### src/rtl/alu_op_sequencer.sv
// Four-cycle ALU sequencer: accept, read operands, execute, write back. instr_ready is high only in IDLE.
// Build option: define ALU_SEQ_CMP_EN to make opcode 110 a compare (SUB that updates flags but skips writeback).
module alu_op_sequencer (
  input  logic        clk,
  input  logic        rst_n,
  input  logic        instr_valid,
  output logic        instr_ready,
  input  logic [2:0]  opcode,
  input  logic [2:0]  rd,
  input  logic [2:0]  rs,
  input  logic        ld_en,
  input  logic [2:0]  ld_addr,
  input  logic [15:0] ld_data,
  input  logic [2:0]  dbg_addr,
  output logic [15:0] dbg_data,
  output logic [15:0] alu_a,
  output logic [15:0] alu_b,
  output logic [2:0]  alu_sel,
  output logic        alu_cin,
  input  logic [15:0] alu_r,
  input  logic        alu_c,
  input  logic        alu_z,
  output logic        flag_c,
  output logic        flag_z,
  output logic        done,
  output logic        err
);

  localparam logic [2:0] S_IDLE = 3'd0;
  localparam logic [2:0] S_READ = 3'd1;
  localparam logic [2:0] S_EXEC = 3'd2;
  localparam logic [2:0] S_WB   = 3'd3;
  localparam logic [2:0] S_ERR  = 3'd4;

  localparam logic [2:0] OP_SUB = 3'b001;
  localparam logic [2:0] OP_CMP = 3'b110;
  localparam logic [2:0] OP_ILL = 3'b111;

`ifdef ALU_SEQ_CMP_EN
  localparam logic CMP_EN = 1'b1;
`else
  localparam logic CMP_EN = 1'b0;
`endif

  logic [2:0]  state_q, state_d;
  logic [2:0]  op_q, op_d;
  logic [2:0]  rd_q, rd_d;
  logic [2:0]  rs_q, rs_d;
  logic [15:0] op_a_q, op_a_d;
  logic [15:0] op_b_q, op_b_d;
  logic [15:0] res_q, res_d;
  logic        res_c_q, res_c_d;
  logic        res_z_q, res_z_d;
  logic        flag_c_q, flag_c_d;
  logic        flag_z_q, flag_z_d;
  logic [15:0] rf_q [8];
  logic [15:0] rf_d [8];

  logic hs;
  logic op_legal;
  logic is_cmp;

  // Ready is forced low while reset is asserted so nothing is accepted on the reset edge.
  assign instr_ready = rst_n & (state_q == S_IDLE);
  assign hs          = instr_valid & instr_ready;
  assign op_legal    = (opcode != OP_ILL) && (CMP_EN || (opcode != OP_CMP));
  assign is_cmp      = CMP_EN && (op_q == OP_CMP);

  assign alu_a    = op_a_q;
  assign alu_b    = op_b_q;
  assign alu_sel  = is_cmp ? OP_SUB : op_q;
  assign alu_cin  = flag_c_q;
  assign flag_c   = flag_c_q;
  assign flag_z   = flag_z_q;
  assign done     = rst_n & (state_q == S_WB);
  assign err      = rst_n & (state_q == S_ERR);
  assign dbg_data = rf_q[dbg_addr];

  always_comb begin
    state_d  = state_q;
    op_d     = op_q;
    rd_d     = rd_q;
    rs_d     = rs_q;
    op_a_d   = op_a_q;
    op_b_d   = op_b_q;
    res_d    = res_q;
    res_c_d  = res_c_q;
    res_z_d  = res_z_q;
    flag_c_d = flag_c_q;
    flag_z_d = flag_z_q;
    rf_d     = rf_q;

    case (state_q)
      S_IDLE: begin
        // A handshake takes priority; a same-cycle load is dropped.
        if (hs) begin
          op_d    = opcode;
          rd_d    = rd;
          rs_d    = rs;
          state_d = op_legal ? S_READ : S_ERR;
        end else if (ld_en) begin
          rf_d[ld_addr] = ld_data;
        end
      end
      S_READ: begin
        op_a_d  = rf_q[rd_q];
        op_b_d  = rf_q[rs_q];
        state_d = S_EXEC;
      end
      S_EXEC: begin
        res_d   = alu_r;
        res_c_d = alu_c;
        res_z_d = alu_z;
        state_d = S_WB;
      end
      S_WB: begin
        if (!is_cmp) begin
          rf_d[rd_q] = res_q;
        end
        flag_c_d = res_c_q;
        flag_z_d = res_z_q;
        state_d  = S_IDLE;
      end
      S_ERR: begin
        state_d = S_IDLE;
      end
      default: begin
        state_d = S_IDLE;
      end
    endcase
  end

  always_ff @(posedge clk) begin
    if (!rst_n) begin
      state_q  <= S_IDLE;
      op_q     <= 3'd0;
      rd_q     <= 3'd0;
      rs_q     <= 3'd0;
      op_a_q   <= 16'h0000;
      op_b_q   <= 16'h0000;
      res_q    <= 16'h0000;
      res_c_q  <= 1'b0;
      res_z_q  <= 1'b0;
      flag_c_q <= 1'b0;
      flag_z_q <= 1'b0;
      for (int i = 0; i < 8; i++) begin
        rf_q[i] <= 16'h0000;
      end
    end else begin
      state_q  <= state_d;
      op_q     <= op_d;
      rd_q     <= rd_d;
      rs_q     <= rs_d;
      op_a_q   <= op_a_d;
      op_b_q   <= op_b_d;
      res_q    <= res_d;
      res_c_q  <= res_c_d;
      res_z_q  <= res_z_d;
      flag_c_q <= flag_c_d;
      flag_z_q <= flag_z_d;
      for (int i = 0; i < 8; i++) begin
        rf_q[i] <= rf_d[i];
      end
    end
  end

endmodule

### config.mk
export PLATFORM = sky130hd
export DESIGN_NAME = alu_op_sequencer
export DESIGN_NICKNAME = d
export VERILOG_FILES = /design/src/rtl/alu_op_sequencer.sv
export SDC_FILE = /design/constraint.sdc
export NUM_CORES = 1
export LEC_CHECK = 0
export ABC_AREA = 1
export CORE_ASPECT_RATIO = 1.75
export CORE_UTILIZATION = 40
export CTS_BUF_LIST = sky130_fd_sc_hd__clkbuf_4 sky130_fd_sc_hd__clkbuf_8
export DETAILED_ROUTE_END_ITERATION = 7
export DONT_BUFFER_PORTS = 1
export PLACE_DENSITY_LB_ADDON = 0.3
export SLEW_MARGIN = 40
export SYNTH_ARGS = -nofsm -noshare
export SYNTH_HDL_FRONTEND = slang
export SYNTH_SLANG_ARGS = --single-unit
### constraint.sdc
create_clock -name clk -period 1.5 [get_ports clk]
set_input_delay 0.3 -clock clk [delete_from_list [all_inputs] [get_ports clk]]
set_output_delay 0.3 -clock clk [all_outputs]
set_load 0.01 [all_outputs]
==> metrics.md <==
| Metric | Value |
|---|---|
| Status | finished, violations left |
| Failing checks | hold timing, setup timing |
| Grt total ovfl | 0 |
| Root buf cell | clkbuf_8 |
| Peak VDD IR | 0.000669 V |
| Vias in the first global route | ~14000 |
| Type of origin of the critical path | flop |
| Hold WS | -0.139 ns |
| Num ports | 110 |
| Final worst slack | -0.311 ns |
| CTS buffer count | 17 |
| I/O Buffers | 0 |
| Syn Area/Cell | approximately 5.6 um^2 |
| DR pass1 iterations | 6 |
| Synth Instances | ~2200 |
| Worst hold path depth | 2 |
| Core Area | a little over 30000 um^2 |
| Leading cell types in the layout, fill and taps excluded | 534 x nor2_1, 510 x nand2_1, 140 x o21ai_0 |
| Synth area leaders | dfxtp_1 31%, nand2_1 19%, nor2_1 18%, o21ai_0 8.3%, nand3_1 4.4% |
| Power Internal | 8.23 mW |
| Yosys reg bits | 192 |
| Nets | about 2400 |
| Synth Area in Adders | 0% |
| Sequential fraction of the synthesis area | 30.5% |
| CTS clock-pin slew for the worst setup and hold paths | 0.12 ns |
| # setup viols final | about 160 |
| Yosys cell types | 27 |
| Hold Path Class | in -> reg |
| DP Wirelength | 37300 um |
| Utilization of the core after routing | 55.7% |
| Multi-input gate area | 8650 um^2 |
| DIE WIDTH | 136 um |
| Initial DRC Count | 1466 |
| Critical path data required time | 1.94 ns |
| Die Area | 32200 um^2 |
| Post-Synth Simple-Gate Area | between 40% and 50% |
| Critical path capture point type | flop |
| Leak Pwr | 7.14 nW |
| P_sw | 4.50 mW |
| Compound-Gate Fraction of Synth Area | 15.1% |
| WL per Instance | 20.4 um |
| Clock Sinks | 192 |
| Hold_buf cts | 6 |
| Achievable Freq | 0.552 GHz |
| Crit path DAT | 2.25 ns |
| DRT antenna net count | 0 |
| GRT Overall Usage | 34.8% |
| Clock power frac | 28.1% |
| Routed vias | 15400 |
| Max-cap check violation count | 0 |
| Final Power | around 13 mW |
| Final Hold Viols | 40 |
| Pwr/cell area | 741 nW/um^2 |
| # H-tree levels | 4 |
| Register Area | 3950 um^2 |
| Slew Limit Fails | 0 |
| First-pass GRT wire length | 83300 um |
| Synth warn | 0 |
| Max Buffers Root-to-Sink | 2 |
| Share of Yosys cell area claimed by the top area cell type | 30.5% |
| Worst-skew pair later-pin latency | 0.55 ns |
| Initial antenna violation count | 1 |
| Fillers | 3058 |
| Initial Util | 40.8% |
| Area Overhead vs Synth | 36.4% |
| Tmin final | between 1.5 and 2 ns |
| Critical path fanouts, max | 5 |
| Most common cell after layout, fill and taps aside | nor2_1 |
| Post-Syn Nets | 2302 |
| XOR/XNOR share of the synthesized area | 0% |
| Layout cells sized above 1 | a little under a third |
| Die H | 237 um |
| CTS tree | done |
| DR DRC count | 0 |
| Dominant cell type by area after synthesis | dfxtp_1 |
| CP Class | reg -> reg |
| Largest net degree at the start of global routing | 192 |
| Clk_skew | roughly 0.028 ns |
| Flop pwr share | 44.5% |
| Main combinational cell family by area after synthesis | simple AND/OR/NAND/NOR gates |
| GP Congestion | 1.02 |
| Final period util | 121% |
| Post-Syn Area | 12600 um^2 |
| Max_slew headroom | 59.2% |
| FF-to-FF path depth | 12 |
| Total Wirelength | 56800 um |
| Vias/cell | 5.52 |
| Switch share | a little over a third |
| Unrepaired setup endpoints after global routing | true |
| Post-synthesis mux area share | 0% |
| Gate power share | 27.5% |
| Least-Margin Pin Slew | between 0.6 and 0.7 ns |
| FP Rows | between 80 and 90 |
==> synthesized netlist by cell type <==
cell type  instances
inv_2              3
nand2_2           12
inv_1            140
nand3_1          112
clkinv_1           3
buf_2             40
o21ai_0          210
or2_2              2
o21a_1            33
nand2_4            2
a21oi_1           86
nand4_4            1
nor2_1           608
nand4_1            6
nand3_4            3
o2111a_1           1
o211ai_1          22
buf_1             13
dfxtp_1          192
nor2_4             8
nand3_2            1
buf_4              5
clkbuf_1          86
nor2_2             1
buf_6              6
nor4_1             1
nand2_1          652
==> stage by stage <==
stage               setup WS (ns)  instance area [um^2]  std cells  setup TNS [ns]  hold slack (ns)
finish                     -0.311                 17200       2786          -35.47           -0.139
global route               -0.363                 17200       2786          -45.26           -0.132
CTS                        -0.331                 16300       2766          -31.30           -0.147
detailed placement         -0.290                 14100       2656          -18.41            0.439
global placement           -0.235                 14100       2656           -9.73            0.437
floorplan                -0.00514                 12600       2249          -0.268            0.434
==> cell type report <==
cell class | instances | share of cell area (%)
repair buffers | 263 | 18.3
flip-flops and latches | 192 | 23.0
clock buffers | 19 | 1.52
diodes | 1 | 0.0146
inverters | 146 | 3.21
clock inverters | 13 | 0.794
multi-input cells | 1761 | 50.3
well taps | 391 | 2.85
==> metal layers <==
metal,GRT usage [%],wire (um),part of all wire [%],vias to the layer above
li1,-,-,-,7293
met1,38.9,20700,36,7007
met2,57.3,27300,48,843
met3,6.25,4370,7.7,237
met4,27.3,4510,7.9,0
met5,0,0,0,-
==> worst max-delay path: stages (launching register included) <==
cell	delay, ns
dfxtp_2	0.35
buf_6	0.12
nor2_4	0.14
buf_6	0.12
nand4_4	0.12
buf_12	0.17
buf_6	0.11
nand3_4	0.11
buf_8	0.17
buf_16	0.14
nand2_4	0.04
nand2_2	0.05
nor2_1	0.06
==> worst paths after layout <==
check              from        to  slack [ns]
max          state_q[2]   rf_q[7]       -0.31
min reg2reg     res_z_q   res_z_q        0.48
min               rst_n  rf_q[89]       -0.14
max reg2reg  state_q[2]   rf_q[7]       -0.31
==> registers in the layout, summed over array words and instances (netlist names) <==
signal   flops
alu_b       16
state_q      3
res_q       16
res_z_q      1
alu_sel      3
rs_q         3
rf_q       128
flag_z       1
alu_a       16
rd_q         3
alu_cin      1
res_c_q      1
==> cell families (layout without fill, tap and decap cells) <==
kind of cell    count (synthesis)  in the layout
other cells                     0              1
buf+inv                       296            441
compound gates                352            352
simple gates                 1409           1409
flops                         192            192
==> power by group through the flow <==
stage                     registers, mW  logic [mW]  clock network, mW
final                              5.66        3.50               3.57
after global routing               5.69        3.73               3.81
after CTS                          5.64        3.21               3.63
after detailed placement           5.74        2.73                  0
after global placement             5.73        2.71                  0
after floorplan                    5.66        1.79                  0
==> repair_timing <==
action                                  CTS  global route
cloned                                   17             4
endpoints found under the setup margin  194           204
gates resized for setup                 360           276
pin swaps                                75            91
buffers inserted                         58            22
hold endpoints to repair                177           172
No activity file was read; power rests on OpenSTA's default activity.
